File: src/rtl/nn_input_loader_pkg.sv
// Shared network package: loader FSM encoding, default sample width and state helpers.
package nn_input_loader_pkg;

    localparam int unsigned DATA_W_DEF = 8;
    localparam int unsigned STATE_W    = 3;

    typedef enum logic [STATE_W-1:0] {
        ST_IDLE  = 3'd0,
        ST_LOAD  = 3'd1,
        ST_DRAIN = 3'd2,
        ST_REQ   = 3'd3,
        ST_DONE  = 3'd4
    } state_t;

    // States in which the loader can take a sample from upstream.
    function automatic logic state_ready(input state_t s);
        return (s == ST_IDLE) || (s == ST_LOAD) || (s == ST_DRAIN);
    endfunction

endpackage

File: src/rtl/nn_input_loader.sv
// Streams one frame of signed samples into the network input memory, then
// hands off to the network with a request/acknowledge pair.
module nn_input_loader
    import nn_input_loader_pkg::*;
#(
    parameter int unsigned N_INPUTS = 2,
    parameter int unsigned DATA_W   = DATA_W_DEF,
    parameter int unsigned ADDR_W   = $clog2(N_INPUTS)
) (
    input  logic                     clk,
    input  logic                     rst,
    input  logic                     s_valid,
    output logic                     s_ready,
    input  logic signed [DATA_W-1:0] s_data,
    input  logic                     s_last,
    output logic                     mem_trig_w,
    output logic        [ADDR_W-1:0] mem_abus_w,
    output logic signed [DATA_W-1:0] mem_dbus_w,
    output logic                     net_req,
    input  logic                     net_ack,
    output logic                     busy,
    output logic                     done,
    output logic                     err_len
);

    localparam logic [ADDR_W-1:0] LAST_ADDR = ADDR_W'(N_INPUTS - 1);

    state_t             state_q, state_n;
    logic  [ADDR_W-1:0] cnt_q, cnt_n;

    logic                     accept;
    logic                     at_last;
    logic                     s_ready_n;
    logic                     mem_trig_n;
    logic        [ADDR_W-1:0] mem_abus_n;
    logic signed [DATA_W-1:0] mem_dbus_n;
    logic                     net_req_n;
    logic                     busy_n;
    logic                     done_n;
    logic                     err_len_n;

    assign accept  = s_valid && s_ready;
    assign at_last = (cnt_q == LAST_ADDR);

    // State, address counter and registered outputs.
    always_ff @(posedge clk) begin
        if (rst) begin
            state_q    <= ST_IDLE;
            cnt_q      <= '0;
            s_ready    <= 1'b0;
            mem_trig_w <= 1'b0;
            mem_abus_w <= '0;
            mem_dbus_w <= '0;
            net_req    <= 1'b0;
            busy       <= 1'b0;
            done       <= 1'b0;
            err_len    <= 1'b0;
        end else begin
            state_q    <= state_n;
            cnt_q      <= cnt_n;
            s_ready    <= s_ready_n;
            mem_trig_w <= mem_trig_n;
            mem_abus_w <= mem_abus_n;
            mem_dbus_w <= mem_dbus_n;
            net_req    <= net_req_n;
            busy       <= busy_n;
            done       <= done_n;
            err_len    <= err_len_n;
        end
    end

    // Next state and next write address.
    always_comb begin
        state_n = state_q;
        cnt_n   = cnt_q;
        unique case (state_q)
            ST_IDLE: begin
                cnt_n = '0;
                if (accept && !s_last) begin
                    state_n = ST_LOAD;
                    cnt_n   = ADDR_W'(1);
                end
            end
            ST_LOAD: begin
                if (accept) begin
                    if (at_last) begin
                        state_n = s_last ? ST_REQ : ST_DRAIN;
                    end else if (s_last) begin
                        state_n = ST_IDLE;
                        cnt_n   = '0;
                    end else begin
                        cnt_n = cnt_q + ADDR_W'(1);
                    end
                end
            end
            ST_DRAIN: begin
                if (accept && s_last) begin
                    state_n = ST_REQ;
                end
            end
            ST_REQ: begin
                // Only an acknowledge to a visible request completes the frame.
                if (net_ack && net_req) begin
                    state_n = ST_DONE;
                end
            end
            ST_DONE: begin
                state_n = ST_IDLE;
                cnt_n   = '0;
            end
            default: begin
                state_n = ST_IDLE;
                cnt_n   = '0;
            end
        endcase
    end

    // Values the output registers take at the next edge.
    always_comb begin
        s_ready_n  = state_ready(state_n);
        busy_n     = (state_n != ST_IDLE);
        done_n     = (state_n == ST_DONE);
        net_req_n  = (state_q == ST_REQ) && !(net_ack && net_req);
        mem_trig_n = 1'b0;
        mem_abus_n = mem_abus_w;
        mem_dbus_n = mem_dbus_w;
        err_len_n  = 1'b0;

        if (accept && (state_q == ST_IDLE || state_q == ST_LOAD)) begin
            mem_trig_n = 1'b1;
            mem_abus_n = cnt_q;
            mem_dbus_n = s_data;
        end

        if (accept) begin
            if (state_q == ST_IDLE) begin
                err_len_n = s_last;
            end else if (state_q == ST_LOAD) begin
                err_len_n = at_last ? !s_last : s_last;
            end
        end
    end

endmodule

File: config.mk
export PLATFORM = sky130hd
export DESIGN_NAME = nn_input_loader
export DESIGN_NICKNAME = d
export VERILOG_FILES = /design/src/rtl/nn_input_loader_pkg.sv /design/src/rtl/nn_input_loader.sv
export SDC_FILE = /design/constraint.sdc
export NUM_CORES = 1
export LEC_CHECK = 0
export CAP_MARGIN = 20
export CORE_UTILIZATION = 43
export DETAILED_ROUTE_END_ITERATION = 16
export GPL_TIMING_DRIVEN = 0
export PLACE_DENSITY = 0.8
export SLEW_MARGIN = 20
export SYNTH_ARGS = -nofsm -noshare
export SYNTH_HDL_FRONTEND = slang
export SYNTH_SLANG_ARGS = --single-unit
export TNS_END_PERCENT = 20
File: constraint.sdc
create_clock -name clk -period 1.5 [get_ports clk]
set_input_delay 0.225 -clock clk [delete_from_list [all_inputs] [get_ports clk]]
set_output_delay 0.225 -clock clk [all_outputs]
set_load 0.05 [all_outputs]
==> impl_results.md, run 1 <==
- Result of the run: finished clean
- Type of element launching the critical path: register
- Vias post-DR: 730
- Proportion of synthesized area in mux cells: 1.41%
- NumNets Final: 138
- Delay of the slowest critical-path stage: 0.54 ns
- Average instance area after synthesis: 8.61 µm²
- Final weighted congestion in routability-driven placement: 0.787
- Static leakage: 0.458 nW
- Cells traversed along the worst timing path: dlygate4sd2_1
- Post-CTS Setup Inserts: 0
- Syn_nets: 107
- Initial antenna violation count: 0
- CTS Sinks: 19
- Slew at the pin closest to its max-slew limit: 0.506 ns
- Adder-cell share of the synthesized area: 1.56%
- Post-synthesis cell area: 801 µm²
- Number of pins exceeding their max-slew limit in the final report: 0
- Peak supply drop: 0.000567 V
- Maximum frequency from static timing analysis: 701 MHz
- Post-DR vias/cell: 4.93
- Clock slew at the register clock pins of the worst setup and hold paths: 0.11 ns
- Fraction of synthesized cell area in xor and xnor cells: 0%
- Setup TNS: 0 ns
- Number of detailed-routing iterations run before antenna repair: 4
- Crit path setup slack, layout: 0.0743 ns
- Initial drt markers: 20
- Final Cycle Share: 95.0%
- Largest net degree at the start of global routing: 12
- CTS tree: built
- Compound-gate portion of the synthesized area: 19.2%
- Post-route DRC violation count: 0
- Number of H-tree levels: 1
- Worst-path cell with the longest stage delay: sky130_fd_sc_hd__dlygate4sd2_1
- CP Max Fanout: 4
- Layout Skew: 0.0137 ns
- Kind of critical path: register to primary output
- Port Buffers: 26
- Final non-filler cell total: 148
- Antenna diodes: 0
- Critical path endpoint category: primary output
- HPWL after detailed placement: 1180 µm
- Clock buffer count from CTS: 3
- Data required time of the critical path: 1.27 ns
- Number of global-route vias before repair: 599
- Post-DRT Antenna Nets: 0
- Layout area overhead: 37.5%
- Source-to-sink clock delay at the later pin of the worst-skew pair: 0.30 ns
- Overall Power: 957 µW
- Largest buffer count on any clock path: 2
- Standard-cell rows: 15
- # Max-Cap Violations: 0
- Path category of the worst min-delay check: primary input to register
- Total power divided by cell area: 869 nW/µm²
- Synth warn: 0
- Height of the chip: 45.2 µm
- Chip width: 45.2 µm
- Cell at the root of the clock tree: sky130_fd_sc_hd__clkbuf_4
- Setup repair after global routing missed its margin: no
- Count of different cell masters after synthesis: 31
- Most frequent cells in the layout: sky130_fd_sc_hd__nand2_1, sky130_fd_sc_hd__dfxtp_1, sky130_fd_sc_hd__dlygate4sd2_1
- Headroom to the max-slew limit: 66.4%
- Num ports: 28
- Number of placed instances, taps included: 144
- Global-route usage over all layers: 17.2%
- Overall routed net length: 1640 µm
- Setup-violating endpoint count in the final report: 0
- Post-synthesis register bit count: 19
- Critical path data arrival time: 1.20 ns
- Combinational family with the most area after synthesis: simple AND/OR/NAND/NOR gates
- Post-Place Setup Slack: -0.156 ns
- Kind of cell adding the most delay to the critical path: buffers and inverters
- Fraction of the yosys area taken by sequential cells: 47.5%
- Cell count after synthesis: 93
- Core region area: 1730 µm²
- Final Hold Fails: 0
- Layout cells sized above 1: 12.2%
- Initial Utilization: 46.4%
- Routed wirelength normalized by instance count: 11.1 µm
- Final critical delay including setup and external delays: 1.43 ns
- Area enclosed by the die boundary: 2040 µm²
- Simple-Gate Fraction of Synth Area: 25.5%
- Most common cell after layout, fill and taps aside: sky130_fd_sc_hd__nand2_1
- Global route overflow: 0
- Buffering stage count on the worst path with inverters included: 1
- Global-route wire length before repair: 2550 µm
-- power breakdown --
group / leakage [nW] / internal (mW) / switching [mW]
logic: 0.286 / 0.0649 / 0.104
clock network: 0.0177 / 0.0995 / 0.160
registers: 0.155 / 0.521 / 0.00747
total: 0.458 / 0.685 / 0.271
-- final timing paths --
path,from,cells past startpoint,slack (ns),to
max,s_ready$_SDFF_PP0_,1,0.07,s_ready
min,rst,2,0.23,mem_dbus_w[6]$_SDFFE_PP0P_
max reg2reg,at_last$_SDFFE_PP0P_,4,0.21,busy$_SDFF_PP0_
min reg2reg,mem_dbus_w[6]$_SDFFE_PP0P_,2,0.46,mem_dbus_w[6]$_SDFFE_PP0P_
-- Yosys cell counts, drive strengths merged --
cell / count / area share (%)
o21bai: 1 / 0.94
nor2: 6 / 3.1
o221ai: 1 / 1.1
and2b: 1 / 0.94
a2111oi: 1 / 1.9
o21a: 1 / 0.94
a211oi: 1 / 1.6
nor3b: 1 / 0.94
or3: 1 / 0.78
ha: 1 / 1.6
a21oi: 13 / 8.1
nand3b: 1 / 1.4
and4bb: 1 / 1.6
o31ai: 1 / 0.94
and2: 1 / 0.78
a21o: 1 / 0.94
buf: 4 / 3.4
a31oi: 2 / 1.6
inv: 2 / 0.94
nor3: 3 / 3.1
dfxtp: 19 / 47
nand2: 23 / 11
clkbuf: 1 / 0.47
nand3: 2 / 1.3
o21ai: 2 / 1.2
nor2b: 1 / 0.78
mux2: 1 / 1.4
-- sequential cells by signal, summed over array words and instances (netlist names) --
| register | flops |
|---|---|
| at_last | 1 |
| busy | 1 |
| done | 1 |
| err_len | 1 |
| mem_abus_w | 1 |
| mem_dbus_w | 8 |
| mem_trig_w | 1 |
| net_req | 1 |
| s_ready | 1 |
| state_q | 3 |
-- repair_timing --
item,CTS,global route
gates resized for setup,15,0
endpoints found under the setup margin,15,0
hold buffers,0,0
-- final cells by class --
class                           instances  area [µm²]
Tap cell                               25        31.3
Timing Repair Buffer                   26         241
Multi-Input combinational cell         67         382
Inverter                                2        7.51
Clock buffer                            3        22.5
Buffer                                  5        31.3
Fill cell                             169         626
Clock inverter                          1        5.00
Sequential cell                        19         380
-- worst reg2reg max path: stages (launching register included) --
cell and delay (ns):
sky130_fd_sc_hd__dfxtp_1 0.44, sky130_fd_sc_hd__nand2_1 0.12, sky130_fd_sc_hd__mux2_2 0.27, sky130_fd_sc_hd__o221ai_1 0.23
sky130_fd_sc_hd__a31oi_1 0.12
-- per-layer routing --
metal | part of all wire [%] | GRT usage (%)
met5 | 0 | 0
met1 | 49 | 24.3
met2 | 48 | 25.2
met3 | 2.7 | 4.80
met4 | 0.79 | 5.45
-- through the flow --
stage	instance area [µm²]	hold WS [ns]	util, %
after floorplan	801	0.361	-
after global placement	1090	0.442	63.3
after detailed placement	1090	0.446	63.3
after CTS	1100	0.242	63.8
after global routing	1100	0.244	63.8
final	1100	0.232	63.8
-- cell families after synthesis --
| kind of cell | Yosys count |
|---|---|
| flops | 19 |
| compound gates | 24 |
| mux | 1 |
| simple gates | 41 |
| fa+ha+maj | 1 |
| buf+inv | 7 |
Power figures use the tool's default switching activity.
==> run 2, diff against run 1 <==
SLEW_MARGIN = 15   (was 20)
==> results of run 2 <==
Same layout as run 1: the final DEF is identical, and so are final timing and power.
==> run 3, diff against run 2 <==
CORE_UTILIZATION = 45   (was 43)
CTS_BUF_LIST = sky130_fd_sc_hd__clkbuf_8   (was unset)
PLACE_DENSITY = unset   (was 0.8)
PLACE_DENSITY_LB_ADDON = 0.15   (was unset)
==> run 3 against run 2 <==
  * Utilization up 6.6 points
  * Fmax is 3.6% higher
  * Die area fell by 4.3%
  * Sequential power barely moved
  * Global-route usage increased by 3.2 points
  * Largest cell class unchanged
  * Largest power group unchanged
==> impl_results.md, run 3 (synthesis results as in run 1) <==
- Result of the run: finished clean
- Delay of the slowest critical-path stage: 0.54 ns (about the same)
- Setup-violating endpoint count in the final report: 0 (unchanged)
- Switching fraction of total power: 25.9% (-2.4 points)
- Most frequent cells in the layout: sky130_fd_sc_hd__nand2_1, sky130_fd_sc_hd__dfxtp_1, sky130_fd_sc_hd__dlygate4sd2_1
- Crit path setup slack, layout: 0.124 ns (+0.0501 ns)
- Cells traversed along the worst timing path: dlygate4sd2_1
- Kind of critical path: register to primary output
- Cell-internal power: 767 µW (+12%)
- Static leakage: 0.477 nW (+4.0%)
- Layout area overhead: 38.6%
- Post-route DRC violation count: 0 (unchanged)
- Clock buffer count from CTS: 3 (unchanged)
- Power share of the sequential group: 51.1% (-4.1 points)
- Global-route usage over all layers: 20.4% (+3.2 points)
- Path category of the worst min-delay check: primary input to register
- Cell at the root of the clock tree: sky130_fd_sc_hd__clkbuf_8
- Net switching power: 268 µW (-1.0%)
- HPWL after detailed placement: 1260 µm (+7.1%)
- Area enclosed by the die boundary: 1950 µm² (-4.3%)
- Overall Power: 1.04 mW (+8.3%)
- Critical path data arrival time: 1.15 ns (-0.05 ns)
- Initial drt markers: 16 (-20%)
- Number of H-tree levels: 1 (unchanged)
- Chip width: 44.2 µm (-2.1%)
- Setup TNS: 0 ns (unchanged)
- Critical path endpoint category: primary output
- Buffering stage count on the worst path with inverters included: 1 (unchanged)
- Post-CTS Setup Inserts: 0 (unchanged)
- Final Hold Fails: 0 (unchanged)
- Largest net degree at the start of global routing: 11 (-1)
- Relative contribution of the clock network to total power: 32.7% (+5.6 points)
- Data required time of the critical path: 1.27 ns (about the same)
- Global route overflow: 0 (unchanged)
- Number of global-route vias before repair: 676 (+13%)
- Setup repair after global routing missed its margin: no
- CP Max Fanout: 4 (unchanged)
- Global-route wire length before repair: 2970 µm (+16%)
- Number of detailed-routing iterations run before antenna repair: 4 (unchanged)
- Post-Place Setup Slack: -0.209 ns (-0.0528 ns)
- Initial Utilization: 50.8% (+4.4 points)
- Source-to-sink clock delay at the later pin of the worst-skew pair: 0.25 ns (-0.05 ns)
- Overall routed net length: 1700 µm (+3.4%)
- # Max-Cap Violations: 0 (unchanged)
- Final weighted congestion in routability-driven placement: 0.772 (-1.9%)
- Core region area: 1580 µm² (-8.7%)
- Largest registers: mem_dbus_w: 8 flops, state_q: 3 flops
- Height of the chip: 44.2 µm (-2.1%)
- Headroom to the max-slew limit: 67.1% (+0.63 points)
- Post-DRT Antenna Nets: 0 (unchanged)
- Clock slew at the register clock pins of the worst setup and hold paths: 0.07 ns (-0.04 ns)
- Routed wirelength normalized by instance count: 12.2 µm (+10%)
- Smallest hold slack: 0.288 ns (+0.0565 ns)
- Total power divided by cell area: 933 nW/µm² (+7.4%)
- Final Cycle Share: 91.7% (-3.3 points)
- Num ports: 28 (unchanged)
- Final critical delay including setup and external delays: 1.38 ns (-0.0501 ns)
- Kind of cell adding the most delay to the critical path: buffers and inverters
- Initial antenna violation count: 0 (unchanged)
- Standard-cell rows: 14 (-1)
- Number of pins exceeding their max-slew limit in the final report: 0 (unchanged)
- Port Buffers: 26 (unchanged)
- Worst-path cell with the longest stage delay: sky130_fd_sc_hd__dlygate4sd2_1
- Number of flip-flops under the largest register name: 8 (unchanged)
- Vias post-DR: 747 (+2.3%)
- Power share of the combinational group: 16.2% (-1.4 points)
- CTS tree: built
- NumNets Final: 138 (unchanged)
- Type of element launching the critical path: register
- Layout Skew: 0.00433 ns (-0.00940 ns)
- Slew at the pin closest to its max-slew limit: 0.496 ns (-0.00955 ns)
- Layout cells sized above 1: 11.4% (-0.81 points)
- Antenna diodes: 0 (unchanged)
- Maximum frequency from static timing analysis: 727 MHz (+3.6%)
- CTS Sinks: 19 (unchanged)
- Most common cell after layout, fill and taps aside: sky130_fd_sc_hd__nand2_1
- Post-DR vias/cell: 5.37 (+9.0%)
- Utilization of the core after routing: 70.4% (+6.6 points)
- Largest buffer count on any clock path: 2 (unchanged)
- Register with the highest flop count: mem_dbus_w
- Peak supply drop: 0.000766 V (+35%)
==> run 3: changes by cell type in the layout (fill, tap and decap cells not counted), sizes merged <==
cell	previous run	this run
dlymetal6s2s	0	1
inv	2	3
clkinv	1	0
clkdlybuf4s50	11	10
==> run 3: final timing paths <==
kind | slack (ns) | cells past startpoint | to | start
worst max-delay path | 0.12 | 1 | s_ready | s_ready$_SDFF_PP0_
worst min-delay path | 0.29 | 2 | state_q[0]$_SDFF_PP0_ | rst
worst max register to register | 0.18 | 4 | busy$_SDFF_PP0_ | at_last$_SDFFE_PP0P_
worst min register to register | 0.45 | 2 | mem_dbus_w[4]$_SDFFE_PP0P_ | mem_dbus_w[4]$_SDFFE_PP0P_
==> run 3: metrics by stage <==
stage | cell area, µm² | std cells
floorplan | 801 | 93
global placement | 1080 | 135
detailed placement | 1080 | 135
CTS | 1110 | 139
global route | 1110 | 139
finish | 1110 | 139
==> run 3: area by class of cell <==
cell class	instances	area [µm²]
tap	16	20.0
clock buffer	3	41.3
timing repair buffer	26	244
clock inverter	1	3.75
multi-input combinational	67	382
buffer	5	31.3
fill	143	467
inverter	2	7.51
sequential	19	380
==> run 3: per-layer routing <==
metal,GRT usage [%],up-vias,wire length (µm)
li1,-,381,-
met1,27.5,343,767
met2,31.8,21,814
met3,6.12,2,105
met4,5.45,0,9
met5,0,-,0
==> run 3: worst register-to-register path: cells and delay by family, from the launching register on <==
family,cells,cell delay [ns]
mux,1,0.28
compound gates,2,0.34
simple gates,1,0.13
flops,1,0.43
==> run 3: power by group through the flow <==
stage	sequential [mW]	clock [mW]	combinational [mW]
6_report	0.529	0.338	0.168
5_1_grt	0.531	0.369	0.180
4_1_cts	0.529	0.346	0.169
3_5_place_dp	0.541	0	0.179
3_3_place_gp	0.541	0	0.176
2_1_floorplan	0.592	0	0.0556
==> run 3: what timing repair did <==
item	CTS	global route
cloned	0	0
pin swaps	0	0
endpoints found under the setup margin	15	1
hold buffers	0	0
gates resized for setup	15	1
